File: config.mk
export PLATFORM = sky130hd
export DESIGN_NAME = load_extend_unit
export DESIGN_NICKNAME = d
export VERILOG_FILES = /design/src/rtl/load_extend_unit_pkg.sv /design/src/rtl/load_extend_unit_format.sv /design/src/rtl/load_extend_unit.sv
export SDC_FILE = /design/constraint.sdc
export NUM_CORES = 1
export LEC_CHECK = 0
export CORE_MARGIN = 1.5
export CORE_UTILIZATION = 45
export DETAILED_ROUTE_END_ITERATION = 10
export HOLD_SLACK_MARGIN = 0.15
export PLACE_DENSITY = 0.74
export SYNTH_ARGS = -nofsm -noshare
export SYNTH_HDL_FRONTEND = slang
export SYNTH_HIERARCHICAL = 1
export SYNTH_SLANG_ARGS = --single-unit
File: constraint.sdc
create_clock -name clk -period 2.4 [get_ports clk]
set_input_delay 0.48 -clock clk [delete_from_list [all_inputs] [get_ports clk]]
set_output_delay 0.48 -clock clk [all_outputs]
set_load 0.005 [all_outputs]
File: src/rtl/load_extend_unit_pkg.sv
// Shared definitions for the load path: MIPS load opcodes, FSM state type
// and request classification helpers.
package load_extend_unit_pkg;

    localparam logic [5:0] OPCODE_LB  = 6'h20;
    localparam logic [5:0] OPCODE_LH  = 6'h21;
    localparam logic [5:0] OPCODE_LWL = 6'h22;
    localparam logic [5:0] OPCODE_LW  = 6'h23;
    localparam logic [5:0] OPCODE_LBU = 6'h24;
    localparam logic [5:0] OPCODE_LHU = 6'h25;
    localparam logic [5:0] OPCODE_LWR = 6'h26;

    typedef enum logic [1:0] {
        IDLE = 2'd0,
        READ = 2'd1,
        DONE = 2'd2
    } state_t;

    function automatic logic is_load(input logic [5:0] op);
        case (op)
            OPCODE_LB, OPCODE_LBU, OPCODE_LH, OPCODE_LHU,
            OPCODE_LW, OPCODE_LWL, OPCODE_LWR: is_load = 1'b1;
            default:                           is_load = 1'b0;
        endcase
    endfunction

    // LWL/LWR exist precisely to handle unaligned words, so they never fault.
    function automatic logic is_aligned(input logic [5:0] op, input logic [1:0] a);
        case (op)
            OPCODE_LW:             is_aligned = (a == 2'b00);
            OPCODE_LH, OPCODE_LHU: is_aligned = ~a[0];
            default:               is_aligned = 1'b1;
        endcase
    endfunction

endpackage

File: src/rtl/load_extend_unit_format.sv
// Combinational load data formation: little-endian byte/half select with
// sign/zero extension, and LWL/LWR merge with the old rt value.
module load_data_format
    import load_extend_unit_pkg::*;
(
    input  logic [5:0]  opcode,
    input  logic [1:0]  k,
    input  logic [31:0] readdata,
    input  logic [31:0] rt_old,
    output logic [31:0] result
);

    logic [31:0] shifted;
    logic [7:0]  sel_byte;
    logic [15:0] sel_half;

    always_comb begin
        shifted  = readdata >> {k, 3'b000};
        sel_byte = shifted[7:0];
        sel_half = k[1] ? readdata[31:16] : readdata[15:0];
        result   = readdata;
        case (opcode)
            OPCODE_LB:  result = {{24{sel_byte[7]}}, sel_byte};
            OPCODE_LBU: result = {24'h0, sel_byte};
            OPCODE_LH:  result = {{16{sel_half[15]}}, sel_half};
            OPCODE_LHU: result = {16'h0, sel_half};
            OPCODE_LWL: begin
                case (k)
                    2'd0:    result = {readdata[7:0],  rt_old[23:0]};
                    2'd1:    result = {readdata[15:0], rt_old[15:0]};
                    2'd2:    result = {readdata[23:0], rt_old[7:0]};
                    default: result = readdata;
                endcase
            end
            OPCODE_LWR: begin
                case (k)
                    2'd0:    result = readdata;
                    2'd1:    result = {rt_old[31:24], readdata[31:8]};
                    2'd2:    result = {rt_old[31:16], readdata[31:16]};
                    default: result = {rt_old[31:8],  readdata[31:24]};
                endcase
            end
            default:    result = readdata;
        endcase
    end

endmodule

File: src/rtl/load_extend_unit.sv
// Multi-cycle load unit: one word read on an Avalon-style bus, then extend/merge.
// Optional LOAD_EXT_STALL_COUNT_EN adds a saturating waitrequest stall counter.
module load_extend_unit
    import load_extend_unit_pkg::*;
#(
    parameter int ADDR_W         = 32,
    parameter int TIMEOUT_CYCLES = 255,
    parameter int CNT_W          = 16
) (
    input  logic              clk,
    input  logic              reset_n,
    input  logic              start,
    input  logic [5:0]        opcode,
    input  logic [ADDR_W-1:0] addr,
    input  logic [31:0]       rt_old,
    output logic              busy,
    output logic [ADDR_W-1:0] avm_address,
    output logic              avm_read,
    output logic [3:0]        avm_byteenable,
    input  logic              avm_waitrequest,
    input  logic [31:0]       avm_readdata,
    output logic              wb_valid,
    output logic [31:0]       wb_data,
    output logic              addr_error,
    output logic              bus_error
`ifdef LOAD_EXT_STALL_COUNT_EN
    ,
    output logic [CNT_W-1:0]  stall_count
`endif
);

    localparam int TW = (TIMEOUT_CYCLES > 0) ? $clog2(TIMEOUT_CYCLES + 1) : 1;
    localparam logic [TW-1:0] TO_LAST = TW'((TIMEOUT_CYCLES > 0) ? TIMEOUT_CYCLES - 1 : 0);

    state_t      state;
    logic [5:0]  op_q;
    logic [1:0]  k_q;
    logic [31:0] rt_q;
    logic [TW-1:0] tcnt;
    logic [31:0] fmt_data;

    load_data_format u_fmt (
        .opcode   (op_q),
        .k        (k_q),
        .readdata (avm_readdata),
        .rt_old   (rt_q),
        .result   (fmt_data)
    );

    assign avm_byteenable = avm_read ? 4'b1111 : 4'b0000;

    // Bus handshake: avm_read and avm_address stay constant while
    // avm_waitrequest is high; the read completes on the first READ cycle
    // with avm_waitrequest low, when avm_readdata is taken.
    always_ff @(posedge clk or negedge reset_n) begin
        if (!reset_n) begin
            state       <= IDLE;
            busy        <= 1'b0;
            avm_read    <= 1'b0;
            avm_address <= '0;
            wb_valid    <= 1'b0;
            wb_data     <= '0;
            addr_error  <= 1'b0;
            bus_error   <= 1'b0;
            op_q        <= '0;
            k_q         <= '0;
            rt_q        <= '0;
            tcnt        <= '0;
        end else begin
            wb_valid   <= 1'b0;
            addr_error <= 1'b0;
            bus_error  <= 1'b0;
            case (state)
                IDLE: begin
                    if (start && is_load(opcode)) begin
                        if (is_aligned(opcode, addr[1:0])) begin
                            op_q        <= opcode;
                            k_q         <= addr[1:0];
                            rt_q        <= rt_old;
                            avm_address <= {addr[ADDR_W-1:2], 2'b00};
                            avm_read    <= 1'b1;
                            busy        <= 1'b1;
                            tcnt        <= '0;
                            state       <= READ;
                        end else begin
                            addr_error <= 1'b1;
                        end
                    end
                end
                READ: begin
                    if (!avm_waitrequest) begin
                        wb_data  <= fmt_data;
                        wb_valid <= 1'b1;
                        avm_read <= 1'b0;
                        state    <= DONE;
                    end else if ((TIMEOUT_CYCLES != 0) && (tcnt == TO_LAST)) begin
                        bus_error <= 1'b1;
                        avm_read  <= 1'b0;
                        busy      <= 1'b0;
                        state     <= IDLE;
                    end else begin
                        tcnt <= tcnt + 1'b1;
                    end
                end
                DONE: begin
                    busy  <= 1'b0;
                    state <= IDLE;
                end
                default: begin
                    busy     <= 1'b0;
                    avm_read <= 1'b0;
                    state    <= IDLE;
                end
            endcase
        end
    end

`ifdef LOAD_EXT_STALL_COUNT_EN
    always_ff @(posedge clk or negedge reset_n) begin
        if (!reset_n) begin
            stall_count <= '0;
        end else if ((state == READ) && avm_waitrequest && (stall_count != {CNT_W{1'b1}})) begin
            stall_count <= stall_count + 1'b1;
        end
    end
`endif

endmodule

==> impl_metrics.json, run 1 <==
{
  "outcome": "finished, final reports clean",
  "synthSimpleGateAreaFrac_pct": 6.00,
  "ctsRootBufferMaster": "sky130_fd_sc_hd__clkbuf_16",
  "crit_path_end_kind": "flip-flop",
  "fin_hold_ws_ns": 0.489,
  "critPathMaxFanout": 7,
  "number_of_antenna_violations_at_the_first_check_in_global_routing": 0,
  "cts_max_level": 4,
  "antenna_left": 0,
  "detail_route.wirelength_mm": 19.1,
  "insertion_delay_ns": 0.42,
  "postCtsResizedCells": 0,
  "xor_xnor_share_of_the_synthesized_area_pct": 0,
  "post_layout_nonfiller_instances": 905,
  "finalSetupViolCount": 0,
  "ys_dominant_reg_cell": "sky130_fd_sc_hd__dfrtp_1",
  "seq_area_frac_synth_pct": 43.3,
  "slew_viol_final": 0,
  "worstHoldPathType": "flip-flop to flip-flop",
  "first_pass_grt_wire_length_mm": 30.1,
  "tritoncts_clock_tree": "built",
  "worst-endpoint-required_ns": 2.70,
  "via_count_of_the_first_global_routing_pass": 5512,
  "n_antenna_cell": 0,
  "ff_latch_area_um2": 2930,
  "timing.critical_path.slowest_stage_cell": "sky130_fd_sc_hd__or3b_1",
  "biggest_area_consumer_among_synthesized_cells": "sky130_fd_sc_hd__dfrtp_1",
  "die_area_um2": 15800,
  "area.growth.synth_to_final_pct": 40.3,
  "global_route.overflow_total": 0,
  "final_area_um2": 9490,
  "tightestPinTransition_ns": 0.847,
  "setup-tns-final_ns": 0,
  "routed_wire_length_per_instance_um": 21.1,
  "most_instantiated_library_cell_after_synthesis": "sky130_fd_sc_hd__dfrtp_1",
  "gp_routability_congestion": 0.898,
  "n_fill_cell": 1095,
  "coreArea_um2": 14600,
  "detailed_place.area_um2": 8860,
  "finalHoldViolations": 0,
  "critical_path.cell_chain": "or3b_1, a21oi_2, o21ai_1, a221o_1, mux2_2",
  "power_per_cell_area_nw_per_um2": 986,
  "crit_path_max_incr_delay_ns": 0.51,
  "postSynthCellCount": 516,
  "power_leakage_nw": 4.17,
  "clock.fmax_mhz": 439,
  "netlist_top_cells_count": "117 x sky130_fd_sc_hd__dfrtp_1, 63 x sky130_fd_sc_hd__mux2_4, 57 x sky130_fd_sc_hd__mux2_2",
  "crit_type": "flip-flop to flip-flop",
  "finalWorstPathRequiredPeriod_ns": 2.28,
  "cts_max_path_buffers": 2,
  "synth.area.mux_share_pct": 34.6,
  "cp.buffers_inverters": 0,
  "cpLargestDelayFamily": "compound AO/OA/AOI/OAI gates",
  "drc": 0,
  "finalPower_mw": 9.35,
  "io_pins": 179,
  "io_port_bufs": 176,
  "critical_path_arrival_ns": 2.58,
  "layout.nets": 816,
  "synth-edff-count": 0,
  "post-place-cells": 872,
  "ys_warn_count": 6,
  "grt_start_max_net_pins": 50,
  "vias": 5200,
  "multi_input_area_um2": 3540,
  "postSynth.asyncResetShare_pct": 100,
  "clk_pin_slew_ns": 0.06,
  "layout_cells_sized_above_1_pct": 30.7,
  "detailedPlacementHpwl_mm": 13.4,
  "syn-mean-instance-area_um2": 13.1,
  "synth_top_family_by_area": "multiplexers",
  "yosys.cell_types.count": 58,
  "synth_compound_area_share_pct": 11.2,
  "synth-adder-area-share_pct": 0.370,
  "clock-skew-final_ns": 0.00675,
  "floorplan.die.width_um": 126,
  "proportion_of_netlist_area_held_by_the_largest_area_contributor_pct": 43.3,
  "numCtsBuffers": 17,
  "synth_area_leaders": "sky130_fd_sc_hd__dfrtp_1 43%, sky130_fd_sc_hd__mux2_4 14%, sky130_fd_sc_hd__mux2_2 9.5%",
  "cts_sinks": 117,
  "first_iteration_detailed_routing_drc_count": 292,
  "max-slew-margin-rel_pct": 43.2,
  "grt_use_total_pct": 24.8,
  "start_util_pct": 46.3,
  "period_utilization_pct": 94.9,
  "unrepaired_setup_endpoints_after_global_routing": "false",
  "start_kind": "flip-flop",
  "floorplan.die.height_um": 126,
  "number_of_placement_rows": 44,
  "synth.ff_latch_count": 117,
  "irDropWorstVdd_uv": 593,
  "post_synth_instance_area_um2": 6760,
  "drt-pass1-iter-count": 5,
  "viasPerCell": 5.75,
  "cap_violations": 0
}
logic make-up (layout without fill, tap and decap cells):
family	Yosys count	in the layout
buf+inv	52	256
mux	174	174
fa+ha+maj	2	2
flops	117	117
other cells	1	2
simple gates	71	71
compound gates	99	99
state kept, by name, indices dropped and copies added (netlist names):
name / flops
rt_q: 32
wb_data: 32
avm_address: 30
tcnt: 8
op_q: 6
k_q: 2
state: 2
addr_error: 1
avm_read: 1
bus_error: 1
busy: 1
wb_valid: 1
metrics by stage:
step / setup WS (ns) / utilization (%)
2_1_floorplan: 0.239 / -
3_3_place_gp: -0.244 / 60.7
3_5_place_dp: -0.304 / 60.7
4_1_cts: 0.138 / 65.0
5_1_grt: 0.0166 / 65.0
6_report: 0.121 / 65.0
path summary, 6_finish.rpt:
check,from,endpoint,slack [ns],cells past startpoint
min in group asynchronous,reset_n,rt_q[20],0.59,2
hold / removal,tcnt[7],tcnt[7],0.49,1
hold reg to reg,tcnt[7],tcnt[7],0.49,1
setup / recovery,op_q[3],wb_data[6],0.12,5
setup reg to reg,op_q[3],wb_data[6],0.12,5
max in group asynchronous,reset_n,wb_data[28],1.16,3
timing repair:
action                                  in CTS  in global routing
hold buffers                                 1                  0
setup buffers                                0                  0
hold endpoints to repair                    35                  0
endpoints found under the setup margin       0                  0
layer usage:
metal / track usage [%] / vias up / share of wire (%)
met1: 31.5 / 2577 / 41
met4: 9.29 / 0 / 2.5
li1: - / 2356 / -
met5: 0 / - / 0
met2: 38.6 / 234 / 48
met3: 9.67 / 33 / 8.7
report_power, final:
group / total, mW / internal (mW) / switching, mW
logic: 3.71 / 2.28 / 1.42
registers: 3.02 / 2.57 / 0.448
clock network: 2.63 / 1.67 / 0.957
total: 9.35 / 6.52 / 2.83
layout make-up:
type / instances / share of cell area [%]
clock buffer: 18 / 4.63
clock inverter: 14 / 1.85
inverter: 11 / 0.435
multi-input combinational: 348 / 37.4
sequential: 117 / 30.9
tap: 184 / 2.43
timing repair buffer: 213 / 22.4
placed cells by master (no fill, tap or decap), types with 2 or more instances in the layout:
cell type	count
sky130_fd_sc_hd__o21ai_0	10
sky130_fd_sc_hd__o2bb2ai_1	9
sky130_fd_sc_hd__mux2_2	57
sky130_fd_sc_hd__nand3b_1	2
sky130_fd_sc_hd__a31oi_1	10
sky130_fd_sc_hd__clkinv_4	5
sky130_fd_sc_hd__or3_1	7
sky130_fd_sc_hd__mux2i_1	37
sky130_fd_sc_hd__a21oi_1	6
sky130_fd_sc_hd__conb_1	2
sky130_fd_sc_hd__a221o_1	7
sky130_fd_sc_hd__o21ai_1	2
sky130_fd_sc_hd__o22a_1	18
sky130_fd_sc_hd__buf_12	7
sky130_fd_sc_hd__bufinv_16	3
sky130_fd_sc_hd__clkbuf_16	17
sky130_fd_sc_hd__a22oi_1	6
sky130_fd_sc_hd__and2_1	2
sky130_fd_sc_hd__nor3_1	3
sky130_fd_sc_hd__clkdlybuf4s50_1	175
sky130_fd_sc_hd__ha_1	2
sky130_fd_sc_hd__nand3_1	5
sky130_fd_sc_hd__mux4_2	17
sky130_fd_sc_hd__nand2_1	11
sky130_fd_sc_hd__mux2_4	63
sky130_fd_sc_hd__buf_4	30
sky130_fd_sc_hd__dfrtp_2	2
sky130_fd_sc_hd__nor2_1	24
sky130_fd_sc_hd__inv_1	10
sky130_fd_sc_hd__clkinv_2	3
sky130_fd_sc_hd__o22ai_1	16
sky130_fd_sc_hd__nand4_1	3
sky130_fd_sc_hd__a32o_1	2
sky130_fd_sc_hd__dfrtp_1	115
sky130_fd_sc_hd__inv_6	3
No activity file was read; power rests on OpenSTA's default activity.
==> run 2, diff against run 1 <==
--- a/config.mk
+++ b/config.mk
@@ -5,11 +5,13 @@
 export SDC_FILE = /design/constraint.sdc
 export NUM_CORES = 1
 export LEC_CHECK = 0
+export ABC_AREA = 0
 export CORE_MARGIN = 1.5
 export CORE_UTILIZATION = 45
 export DETAILED_ROUTE_END_ITERATION = 10
 export HOLD_SLACK_MARGIN = 0.15
 export PLACE_DENSITY = 0.74
+export REMOVE_ABC_BUFFERS = 1
 export SYNTH_ARGS = -nofsm -noshare
 export SYNTH_HDL_FRONTEND = slang
 export SYNTH_HIERARCHICAL = 1
==> run 2 against run 1 <==
Effect of this change: setup slack worse by 0.061 ns; fmax is 2.6% lower; clock skew is 0.0017 ns higher; die area stayed put; clock power hardly changed; critical endpoint is now wb_data[3]; via count is 0.44% higher; combinational power is 1% lower; largest power group unchanged; clock-buffer cell count is 1 higher; sequential share of layout area hardly changed.
==> impl_metrics.json, run 2 (synthesis gave the netlist of run 1 again) <==
{
  "first_pass_grt_wire_length_mm": 29.1,
  "layout.nets": 814,
  "drc": 0,
  "cp.buffers_inverters": 0,
  "viasPerCell": 5.78,
  "tritoncts_clock_tree": "built",
  "crit_path_max_incr_delay_ns": 0.80,
  "number_of_antenna_violations_at_the_first_check_in_global_routing": 0,
  "global_route.overflow_total": 0,
  "first_iteration_detailed_routing_drc_count": 414,
  "finalWorstPathRequiredPeriod_ns": 2.34,
  "start_kind": "flip-flop",
  "ctsRootBufferMaster": "sky130_fd_sc_hd__clkbuf_16",
  "cts_max_path_buffers": 2,
  "drt-pass1-iter-count": 5,
  "die_area_um2": 15800,
  "number_of_post_cts_setup_repair_buffers": 0,
  "antenna_left": 0,
  "clock.fmax_mhz": 427,
  "grt_use_total_pct": 23.8,
  "n_antenna_cell": 0,
  "finalSetupViolCount": 0,
  "grt_start_max_net_pins": 65,
  "routed_wire_length_per_instance_um": 20.3,
  "cpLargestDelayFamily": "compound AO/OA/AOI/OAI gates",
  "timing.critical_path.slowest_stage_cell": "sky130_fd_sc_hd__a21oi_1",
  "biggestRegsByFlops": "rt_q x32, wb_data x32, avm_address x30",
  "detail_route.wirelength_mm": 18.3,
  "crit_path_end_kind": "flip-flop",
  "commonest_cells_after_routing_fill_and_taps_aside": "175 x sky130_fd_sc_hd__clkdlybuf4s50_1, 115 x sky130_fd_sc_hd__dfrtp_1, 63 x sky130_fd_sc_hd__mux2_4",
  "io_pins": 179,
  "clock-skew-final_ns": 0.00845,
  "irDropWorstVdd_uv": 624,
  "period_utilization_pct": 97.5,
  "fin_hold_ws_ns": 0.433,
  "coreArea_um2": 14600,
  "clk_pin_slew_ns": 0.06,
  "critPathMaxFanout": 7,
  "power_leakage_nw": 4.16,
  "worstHoldPathType": "primary input to asynchronous set/reset pin",
  "layout_commonest_cell": "sky130_fd_sc_hd__clkdlybuf4s50_1",
  "worst-endpoint-required_ns": 2.76,
  "via_count_of_the_first_global_routing_pass": 5458,
  "numCtsBuffers": 17,
  "max-slew-margin-rel_pct": 32.6,
  "cap_violations": 0,
  "area.growth.synth_to_final_pct": 40.4,
  "slew_viol_final": 0,
  "io_port_bufs": 176,
  "outcome": "finished, final reports clean",
  "finalHoldViolations": 0,
  "critical_path_arrival_ns": 2.70,
  "detailedPlacementHpwl_mm": 13.0,
  "vias": 5223,
  "number_of_placement_rows": 44,
  "critical_path.cell_chain": "nand4bb_4, or3_1, a21oi_1, a221o_1, mux2_2",
  "insertion_delay_ns": 0.42,
  "crit_type": "flip-flop to flip-flop",
  "power_per_cell_area_nw_per_um2": 985,
  "unrepaired_setup_endpoints_after_global_routing": "false",
  "floorplan.die.height_um": 126,
  "cts_max_level": 4,
  "layout_cells_sized_above_1_pct": 30.5,
  "post-place-ws_ns": -0.212,
  "cts_sinks": 117,
  "start_util_pct": 46.3,
  "timing.final.ws_setup_ns": 0.0603,
  "floorplan.die.width_um": 126,
  "tightestPinTransition_ns": 1.01,
  "gp_routability_congestion": 0.832
}
==> run 2: cell count changes in the layout (fill, tap and decap cells not counted) <==
cell / delta
sky130_fd_sc_hd__inv_6: +1
sky130_fd_sc_hd__buf_4: -3
sky130_fd_sc_hd__clkinv_2: -2
sky130_fd_sc_hd__buf_12: +1
sky130_fd_sc_hd__clkinvlp_4: +3
sky130_fd_sc_hd__clkbuf_8: +1
sky130_fd_sc_hd__clkinv_4: -3
==> run 2: worst paths after layout <==
kind,start,endpoint,slack (ns),cells after the start
worst max-delay path,op_q[4],wb_data[3],0.06,5
worst min-delay path,reset_n,avm_address[22],0.43,2
worst max register to register,op_q[4],wb_data[3],0.06,5
worst min register to register,tcnt[6],tcnt[6],0.49,1
max in group asynchronous,reset_n,op_q[3],1.39,3
min in group clk,tcnt[6],tcnt[6],0.49,1
==> run 2: per-layer routing <==
metal	wire length (um)	global-route usage (%)
met5	0	0
met4	444	9.36
met3	1590	8.34
met2	8910	38.7
met1	7380	29.2
==> run 2: metrics by stage <==
stage | TNS, ns | cell area (um2) | std cells | util [%] | power [mW]
after detailed placement | -6.68 | 8860 | 870 | 60.7 | 6.69
final | 0 | 9490 | 903 | 65.1 | 9.35
after global placement | -3.86 | 8860 | 870 | 60.7 | 6.60
after global routing | 0 | 9490 | 903 | 65.1 | 9.80
after floorplan | -112.02 | 6500 | 476 | - | 4.86
after CTS | 0 | 9490 | 903 | 65.1 | 9.40
==> run 2: cell type report <==
cell class	count	area (um2)
fill	1084	5100
multi-input combinational	348	3540
sequential	117	2930
timing repair buffer	211	2120
clock buffer	19	453
tap	184	230
clock inverter	13	170
inverter	11	41.3
==> run 2: worst register-to-register path: cells and delay by family, from the launching register on <==
family,cells,cell delay [ns]
AOI/OAI and AO/OA,2,1.11
and+or+nand+nor,2,0.63
DFF,1,0.40
muxes,1,0.14
==> run 2: repair_timing <==
action                                 CTS  global route
gates resized for setup                  0             0
hold buffers                             1             0
setup endpoints to repair                0             0
endpoints found under the hold margin    8             0
==> run 2: report_power, final <==
group	internal, mW	switching (mW)
registers	2.57	0.447
clock network	1.70	0.965
logic	2.28	1.39
total	6.55	2.80
